[src/rtl/audio_pkg.sv]
`default_nettype none
// ============================================================================
//  Module      : audio_pkg
//  Description : Shared types and constants for the sound-effect voice:
//                FSM state encoding, full-scale volume helper and the
//                noise LFSR seed/tap constants.
//  Revision    : 1.0 - initial release
// ============================================================================
package audio_pkg;

    // Voice state; explicit 1-bit encoding
    typedef enum logic [0:0] {
        IDLE = 1'b0,
        PLAY = 1'b1
    } voice_state_t;

    // 15-bit Fibonacci LFSR, feedback from bits 15 and 14 (1-based)
    localparam int unsigned c_LFSR_W    = 15;
    localparam logic [14:0] c_LFSR_SEED = 15'h0001;
    localparam logic [14:0] c_LFSR_TAPS = 15'h6000;

    // Full-scale amplitude for a given sample width
    function automatic int unsigned VOL_MAX(input int unsigned bw);
        return (32'd1 << bw) - 32'd1;
    endfunction

endpackage
`default_nettype wire

[src/rtl/sample_tick_gen.sv]
`default_nettype none
// ============================================================================
//  Module      : sample_tick_gen
//  Description : Free-running sample-rate divider. Counts 0..SAMPLE_DIV-1
//                and flags tick while the count sits at SAMPLE_DIV-1.
//  Revision    : 1.0 - initial release
// ============================================================================
module sample_tick_gen #(
    parameter int SAMPLE_DIV = 256
) (
    input  logic clk,
    input  logic rst,
    output logic tick
);

    localparam int                 c_CNT_W = $clog2(SAMPLE_DIV);
    localparam logic [c_CNT_W-1:0] c_LAST  = c_CNT_W'(SAMPLE_DIV - 1);

    logic [c_CNT_W-1:0] r_cnt;

    // Modulo-SAMPLE_DIV counter, restarts from zero on reset
    always_ff @(posedge clk) begin
        if (rst) begin
            r_cnt <= '0;
        end else if (r_cnt == c_LAST) begin
            r_cnt <= '0;
        end else begin
            r_cnt <= r_cnt + c_CNT_W'(1);
        end
    end

    // Tick is the terminal-count decode
    always_comb begin
        tick = (r_cnt == c_LAST);
    end

endmodule
`default_nettype wire

[src/rtl/sfx_voice.sv]
`default_nettype none
// ============================================================================
//  Module      : sfx_voice
//  Description : One-shot sound-effect voice. A trigger starts a square (or,
//                optionally, noise) tone whose half-period sweeps and whose
//                volume decays one step every env_len sample ticks. The
//                registered sample feeds a PWM duty input directly.
//  Options     : SFX_NOISE_EN - adds noise_sel port and a 15-bit LFSR that
//                replaces the square toggle when selected.
//  Revision    : 1.0 - initial release
// ============================================================================
module sfx_voice
    import audio_pkg::*;
#(
    parameter int BIT_WIDTH  = 8,
    parameter int SAMPLE_DIV = 256,
    parameter int PERIOD_W   = 12
) (
    input  logic                 clk,
    input  logic                 rst,
    input  logic                 trigger,
    input  logic [PERIOD_W-1:0]  start_period,
    input  logic                 sweep_up,
    input  logic [7:0]           sweep_step,
    input  logic [7:0]           env_len,
`ifdef SFX_NOISE_EN
    input  logic                 noise_sel,
`endif
    output logic                 busy,
    output logic [BIT_WIDTH:0]   sample,
    output logic                 sample_valid
);

    localparam logic [BIT_WIDTH-1:0] c_VOL_MAX = BIT_WIDTH'(VOL_MAX(BIT_WIDTH));
    localparam logic [PERIOD_W-1:0]  c_PER_MAX = {PERIOD_W{1'b1}};
    // Wide enough for period + step without overflow
    localparam int                   c_SW_W    = ((PERIOD_W > 8) ? PERIOD_W : 8) + 1;

    voice_state_t          r_state;
    voice_state_t          w_state_next;
    logic                  w_tick;
    logic [BIT_WIDTH-1:0]  r_volume;
    logic [PERIOD_W-1:0]   r_period;
    logic [PERIOD_W-1:0]   r_phase;
    logic [7:0]            r_env_cnt;
    logic [7:0]            r_env_len;
    logic [7:0]            r_sweep_step;
    logic                  r_sweep_up;
    logic                  r_square;
    logic [BIT_WIDTH:0]    r_sample;
    logic                  r_sample_valid;

    logic                  w_play_tick;
    logic                  w_phase_wrap;
    logic                  w_env_step;
    logic                  w_last_step;
    logic [c_SW_W-1:0]     w_per_ext;
    logic [c_SW_W-1:0]     w_step_ext;
    logic [c_SW_W-1:0]     w_sum;
    logic [PERIOD_W-1:0]   w_period_swept;

`ifdef SFX_NOISE_EN
    logic                  r_noise_sel;
    logic [c_LFSR_W-1:0]   r_lfsr;
    logic [c_LFSR_W-1:0]   w_lfsr_next;

    // Next LFSR value: shift left, feedback XOR of the tap bits into the LSB
    always_comb begin
        w_lfsr_next = {r_lfsr[c_LFSR_W-2:0], ^(r_lfsr & c_LFSR_TAPS)};
    end
`endif

    sample_tick_gen #(
        .SAMPLE_DIV (SAMPLE_DIV)
    ) u_tick (
        .clk  (clk),
        .rst  (rst),
        .tick (w_tick)
    );

    // Per-tick decodes; a coincident trigger swallows the tick
    always_comb begin
        w_play_tick  = (r_state == PLAY) && w_tick && !trigger;
        w_phase_wrap = ({1'b0, r_phase} + (PERIOD_W+1)'(1)) >= {1'b0, r_period};
        w_env_step   = (r_env_cnt == (r_env_len - 8'd1));
        w_last_step  = w_env_step && (r_volume == BIT_WIDTH'(1));
    end

    // Saturating period sweep clamped to [1, 2^PERIOD_W-1]
    always_comb begin
        w_per_ext  = c_SW_W'(r_period);
        w_step_ext = c_SW_W'(r_sweep_step);
        w_sum      = w_per_ext + w_step_ext;
        if (r_sweep_up) begin
            w_period_swept = (w_sum > c_SW_W'(c_PER_MAX)) ? c_PER_MAX : w_sum[PERIOD_W-1:0];
        end else begin
            w_period_swept = (w_per_ext > w_step_ext) ? PERIOD_W'(w_per_ext - w_step_ext)
                                                      : PERIOD_W'(1);
        end
    end

    // FSM state register
    always_ff @(posedge clk) begin
        if (rst) begin
            r_state <= IDLE;
        end else begin
            r_state <= w_state_next;
        end
    end

    // FSM next state: trigger always (re)enters PLAY, final decay step ends it
    always_comb begin
        w_state_next = r_state;
        if (trigger) begin
            w_state_next = PLAY;
        end else if (w_play_tick && w_last_step) begin
            w_state_next = IDLE;
        end
    end

    // FSM outputs
    always_comb begin
        busy = (r_state == PLAY);
    end

    // Voice datapath: trigger load, per-tick phase/envelope/sweep, sample register.
    // The sample captured on a tick reflects the square/volume in force during
    // the interval that tick closes; the edge that ends the effect emits 0.
    always_ff @(posedge clk) begin
        if (rst) begin
            r_volume       <= '0;
            r_period       <= PERIOD_W'(1);
            r_phase        <= '0;
            r_env_cnt      <= '0;
            r_env_len      <= 8'd1;
            r_sweep_step   <= '0;
            r_sweep_up     <= 1'b0;
            r_square       <= 1'b0;
            r_sample       <= '0;
            r_sample_valid <= 1'b0;
`ifdef SFX_NOISE_EN
            r_noise_sel    <= 1'b0;
            r_lfsr         <= c_LFSR_SEED;
`endif
        end else if (trigger) begin
            r_volume       <= c_VOL_MAX;
            r_period       <= (start_period == '0) ? PERIOD_W'(1) : start_period;
            r_phase        <= '0;
            r_env_cnt      <= '0;
            r_env_len      <= (env_len == 8'd0) ? 8'd1 : env_len;
            r_sweep_step   <= sweep_step;
            r_sweep_up     <= sweep_up;
            r_square       <= 1'b1;
            r_sample_valid <= 1'b0;
`ifdef SFX_NOISE_EN
            r_noise_sel    <= noise_sel;
            r_lfsr         <= c_LFSR_SEED;
`endif
        end else begin
            r_sample_valid <= w_tick;
            if (w_play_tick) begin
                r_sample <= (w_last_step || !r_square) ? '0 : {1'b0, r_volume};

                if (w_phase_wrap) begin
                    r_phase <= '0;
`ifdef SFX_NOISE_EN
                    if (r_noise_sel) begin
                        r_lfsr   <= w_lfsr_next;
                        r_square <= w_lfsr_next[0];
                    end else begin
                        r_square <= ~r_square;
                    end
`else
                    r_square <= ~r_square;
`endif
                end else begin
                    r_phase <= r_phase + PERIOD_W'(1);
                end

                if (w_env_step) begin
                    r_env_cnt <= '0;
                    r_volume  <= r_volume - BIT_WIDTH'(1);
                    r_period  <= w_period_swept;
                end else begin
                    r_env_cnt <= r_env_cnt + 8'd1;
                end
            end else if (w_tick) begin
                r_sample <= '0;
            end
        end
    end

    assign sample       = r_sample;
    assign sample_valid = r_sample_valid;

endmodule
`default_nettype wire
[config.mk]
export PLATFORM = sky130hd
export DESIGN_NAME = sfx_voice
export DESIGN_NICKNAME = d
export VERILOG_FILES = /design/src/rtl/audio_pkg.sv /design/src/rtl/sample_tick_gen.sv /design/src/rtl/sfx_voice.sv
export SDC_FILE = /design/constraint.sdc
export NUM_CORES = 1
export LEC_CHECK = 0
export ABC_AREA = 1
export CAP_MARGIN = 10
export CELL_PAD_IN_SITES_DETAIL_PLACEMENT = 1
export CELL_PAD_IN_SITES_GLOBAL_PLACEMENT = 1
export CORE_MARGIN = 8
export CORE_UTILIZATION = 40
export DETAILED_ROUTE_END_ITERATION = 12
export HOLD_SLACK_MARGIN = 0.1
export PLACE_DENSITY_LB_ADDON = 0.1
export SLEW_MARGIN = 20
export SYNTH_ARGS = -nofsm -noshare
export SYNTH_HDL_FRONTEND = slang
export SYNTH_SLANG_ARGS = --single-unit
export TNS_END_PERCENT = 30
[constraint.sdc]
create_clock -name clk -period 4.18 [get_ports clk]
set_input_delay 0.836 -clock clk [delete_from_list [all_inputs] [get_ports clk]]
set_output_delay 0.836 -clock clk [all_outputs]
set_load 0.05 [all_outputs]
Word-level counts from Yosys, hierarchy flattened
Cells that the tools add are included.

RAM bits: 0. Logic and storage cells: 68. ROM bits: 0. Bits in latches: 0. Register bits: 77. Memories kept: 0. Output and inout bits: 11.

Multiply operators: 0. Muxes and demuxes: 21. Div/mod/pow operators: 0. Eq/ne operators: 3. Bitwise gates (word level): 2. Magnitude comparators: 3. Shifts and indexed selects: 0. $add $sub $neg: 8. Reductions and logical operators: 19.

Operators by type and width (count): two-way mux 12 bit (8); two-way mux 8 bit (6); two-way mux 9 bit (2); adder 8 x 1 -> 8 bit (second input constant) (2); subtractor 8 x 1 -> 8 bit (second input constant) (2); adder 12 x 1 -> 13 bit (second input constant) (1); adder 12 x 8 -> 13 bit (1); greater-or-equal comparator 13 x 12 -> 1 bit (1); greater-than comparator 13 x 12 -> 1 bit (second input constant) (1); adder 12 x 1 -> 12 bit (second input constant) (1); greater-than comparator 12 x 8 -> 1 bit (1); zero test 12 bit (1); subtractor 12 x 8 -> 12 bit (1); nonzero test 2 bit (5); equality test 8 x 1 -> 1 bit (second input constant) (1); equality test 8 bit (1); equality test 8 bit (second input constant) (1); zero test 8 bit (1); AND reduction 2 bit (3); two-way mux 1 bit (5); logical AND 1 bit (4); OR reduction 2 bit (2); zero test 1 bit (2); inverter 1 bit (2); logical OR 1 bit (1).

Depth between registers and ports, before layout
Word-level depth: 7. Mapped depth: 16. Mapped depth without buffers: 15.

Cells and area by module
A second synthesis with hierarchy kept.

Cells, all modules: 882. Area, all modules: 5605.4 µm².

Modules (own cells, without submodules): sfx_voice (cells each 827, sequential area each 1361.3 µm², times used 1, area an instance 5223.8 µm²); sample_tick_gen (cells each 55, sequential area each 160.2 µm², times used 1, area an instance 381.6 µm²).

Least setup slack after synthesis
Ideal clock, no wire load.

Path kind: register to register. Start point: reg r_phase[0]. End point: reg r_phase[9]. Path buffers: 1. Slack: 1.826 ns. Arrival time: 2.284 ns. Cell stages (with the launch flop): 16. Data required time: 4.110 ns. Cells stage by stage: dfxtp_1 -> ha_1 -> nand2_1 -> nor2_2 -> nand2_1 -> nor2_1 -> xor2_1 -> ha_1 -> a21oi_1 -> o211ai_1 -> nor2_1 -> nand3_1 -> nor2_2 -> buf_4 -> nand2_1 -> a21oi_1.

Cells in the longest elaborated chain, start to end: 3. Elaborated cells on any way between the ends: 4. Those cells by class: 2 x add/sub; 1 x order compare; 1 x mux.

RTL lines: from (decl) (RTL line sfx_voice.sv:44) `logic [PERIOD_W-1:0] r_phase;`; from (signal assigned) (RTL line sfx_voice.sv:177) `r_phase <= r_phase + PERIOD_W'(1);`; adder 12 x 1 -> 13 bit (RTL line sfx_voice.sv:84) `w_phase_wrap = ({1'b0, r_phase} + (PERIOD_W+1)'(1)) >= {1'b0, r_period};`; greater-or-equal comparator 13 x 12 -> 1 bit (RTL line sfx_voice.sv:84); two-way mux 12 bit (*) (RTL line sfx_voice.sv:164) `if (w_phase_wrap) begin`.

Every way passes the cells marked *; elsewhere a longest branch is shown, timed or not. A chain may end at the register's enable or synchronous reset.

Worst setup path in the final report
Start point: reg r_phase[0]. End point: reg r_phase[10].

The elaborated chain is that of the path after synthesis.

==> flow_metrics.env <==
export IMPL_synth_area_leaders="dfxtp_1, nand2_1, nand3_1"
export IMPL_grt_pass1_vias=5982
export IMPL_cp_data_required_time_ps=4440
export IMPL_clk_latency_ps=350
export IMPL_power_density_nw_per_um2=333
export IMPL_sw_frac_of_total_pct=32.6
export IMPL_pre_cts_ws_ps=1120
export IMPL_clockBufferDepth=2
export IMPL_p_switching_mw=0.683
export IMPL_crit_path_start="r_phase[0]"
export IMPL_cp_end_kind="register"
export IMPL_yosysWarningCount=0
export IMPL_yosysMostFrequentCell="nand2_1"
export IMPL_maxClockFrequency_mhz=331
export IMPL_maxSlewHeadroom_pct=47.0
export IMPL_criticalPathCategory="reg -> reg"
export IMPL_arrival_ps=3280
export IMPL_p_int_mw=1.41
export IMPL_grtUsageMet2_pct=34.1
export IMPL_die_h_um=133
export IMPL_cp_max_fo=12
export IMPL_start_util_pct=41.0
export IMPL_setup_violations=0
export IMPL_drcViolationCount=0
export IMPL_grt_busiest_layer="met2"
export IMPL_grt_pass1_wl_um=29600
export IMPL_status="finished clean"
export IMPL_hold_buffers=0
export IMPL_antennaDiodeCount=0
export IMPL_dr_first_iter_drc_count=286
export IMPL_pwr_share_comb_pct=23.2
export IMPL_clk_pin_slew_ps=60
export IMPL_hold_violations=0
export IMPL_peakVddDrop_uv=265
export IMPL_cp_common_cell="nand2_1"
export IMPL_numClockSinks=76
export IMPL_cp_top_family="simple AND/OR/NAND/NOR gates"
export IMPL_syn2layout_area_growth_pct=15.6
export IMPL_cts_setup_buffers=0
export IMPL_cts_buffers=9
export IMPL_max_cap_violations=0
export IMPL_setup_ws_ps=1160
export IMPL_postSynthCellCount=864
export IMPL_p_seq_share_pct=37.8
export IMPL_grt_total_usage_pct=20.5
export IMPL_root_buffer="clkbuf_16"
export IMPL_die_width_um=133
export IMPL_grt_max_degree=36
export IMPL_synthFlopType="dfxtp_1"
export IMPL_finalClockSkew_ps=6.11
export IMPL_fp_row_count=42
export IMPL_io_pins=43
export IMPL_dieArea_sq_um=17600
export IMPL_critPathMaxStageDelay_ps=420
export IMPL_async_reset_ff_share_pct=0
export IMPL_worst_pin_slew_ps=794
export IMPL_syn_num_nets=932
export IMPL_worstHoldPathType="reg -> reg"
export IMPL_synth_top_area_share_pct=27.9
export IMPL_vias_per_cell=5.25
export IMPL_core_area_sq_um=13300
export IMPL_io_buffer_count=41
export IMPL_vias=5651
export IMPL_synth_area_sq_um=5450
export IMPL_grtUsageMet1_pct=25.6
export IMPL_reg2reg_from="r_phase[0]"
export IMPL_synth_seq_cells=76
export IMPL_synth_edff_count=0
export IMPL_placed_area_sq_um=5990
export IMPL_wirelength_um=17400
export IMPL_hold_start="u_tick.r_cnt[0]"
export IMPL_fin_setup_tns_ps=0
export IMPL_grt_overflow=0
export IMPL_ant_nets=0
export IMPL_synth_area_per_cell_sq_um=6.31
export IMPL_clkPwrFrac_pct=39.1
export IMPL_slew_violations=0
export IMPL_drive_above_1_share_pct=6.22
export IMPL_rsz0062_at_grt="false"
export IMPL_worst_path_max_delay_cell="nor2_2"
export IMPL_ctsResizeCount=0
export IMPL_gp_congestion=0.880
export IMPL_cts_tree="built"
export IMPL_dpl_hpwl_um=13600
export IMPL_fin_crit_ps=3020
export IMPL_cp_buffers_inverters=0
export IMPL_seq_area_frac_synth_pct=27.9
export IMPL_synth_common_cells="nand2_1, inv_1, nand3_1, nor2_1, dfxtp_1"
export IMPL_wl_per_cell_um=16.2
export IMPL_cp_cell_sequence="ha_1, nand2_1, nor2_2, nand2_1, nor2_1, xor2_1, ha_1, a21oi_1, o211ai_1, nor2_1, nand3_1, nor2_2, nand2_1, a21oi_1"
export IMPL_fin_crit_sh_pct=72.2
export IMPL_synth_distinct_cells=42
export IMPL_grtUsageMet3_pct=3.90
export IMPL_h_tree_depth=3
export IMPL_yosys_area_top_type="dfxtp_1"
export IMPL_firstDrtPassIters=5
export IMPL_startpoint_type="register"
export IMPL_antenna_found_initial=0
export IMPL_p_leak_nw=2.81
export IMPL_nets=963
export IMPL_finish_instance_area_sq_um=6300
[worst register-to-register path, stage by stage, from the launching register on]
cell	delay, ps
dfxtp_1	380
ha_1	210
nand2_1	80
nor2_2	200
nand2_1	120
nor2_1	130
xor2_1	220
ha_1	310
a21oi_1	180
o211ai_1	100
nor2_1	140
nand3_1	120
nor2_2	420
nand2_1	130
a21oi_1	180
[routing by layer]
layer / share of wire (%) / routed length [um]
met5: 0 / 0
met3: 3.8 / 664
met1: 48 / 8310
met2: 46 / 8070
met4: 2.2 / 375
[power groups by stage]
stage / clock, mW / sequential (mW) / combinational (mW)
after floorplan: 0 / 0.792 / 0.349
after global placement: 0 / 0.805 / 0.468
after detailed placement: 0 / 0.807 / 0.481
after CTS: 0.839 / 0.791 / 0.485
after global routing: 0.862 / 0.795 / 0.551
final: 0.818 / 0.791 / 0.486
[through the flow]
step,std cells,utilization [%],hold WS [ps],power [mW]
2_1_floorplan,864,-,418,1.14
3_3_place_gp,1060,45.0,432,1.27
3_5_place_dp,1060,45.0,446,1.29
4_1_cts,1076,47.4,461,2.12
5_1_grt,1076,47.4,485,2.21
6_report,1076,47.4,459,2.10
[registers in the layout, summed over array words and instances, names as in the netlist]
name          flops
r_volume          8
r_sweep_step      8
r_env_cnt         8
sample_valid      1
r_square          1
r_env_len         8
r_phase          12
r_sweep_up        1
sample            8
busy              1
r_period         12
u_tick.r_cnt      8
[worst paths after layout]
| check | endpoint | slack, ps | cells past startpoint |
|---|---|---|---|
| worst max-delay path | r_phase[10] | 1160 | 14 |
| worst min register to register | u_tick.r_cnt[0] | 460 | 1 |
| worst min-delay path | u_tick.r_cnt[0] | 460 | 1 |
| worst max register to register | r_phase[10] | 1160 | 14 |
[final cells by class]
type                            instances  area [sq um]
Sequential cell                        76          1520
Clock inverter                          6          71.3
Multi-Input combinational cell        645          3360
Inverter                              116           435
Fill cell                            1805          7000
Clock buffer                           10           239
Tap cell                              176           220
Timing Repair Buffer                   47           455
[cells in the final DEF (no fill, tap or decap), drive strengths merged, types with 11 or more instances in the layout]
cell type      count
nor2             101
nor3              11
inv              118
ha                34
xor2              16
nand4             18
nand2            252
a21oi             54
nand3             97
dfxtp             76
clkdlybuf4s50     41
o21ai             29
[cells by family (layout without fill, tap and decap cells)]
family / count (synthesis) / count (layout) / share of synthesized area (%)
compound gates: 94 / 94 / 9.62
xor+xnor: 22 / 22 / 3.54
fa+ha+maj: 36 / 36 / 8.54
buf+inv: 143 / 179 / 10.5
flops: 76 / 76 / 27.9
other cells: 1 / 1 / 0.0688
simple gates: 492 / 492 / 39.8
No activity file was read; power rests on OpenSTA's default activity.
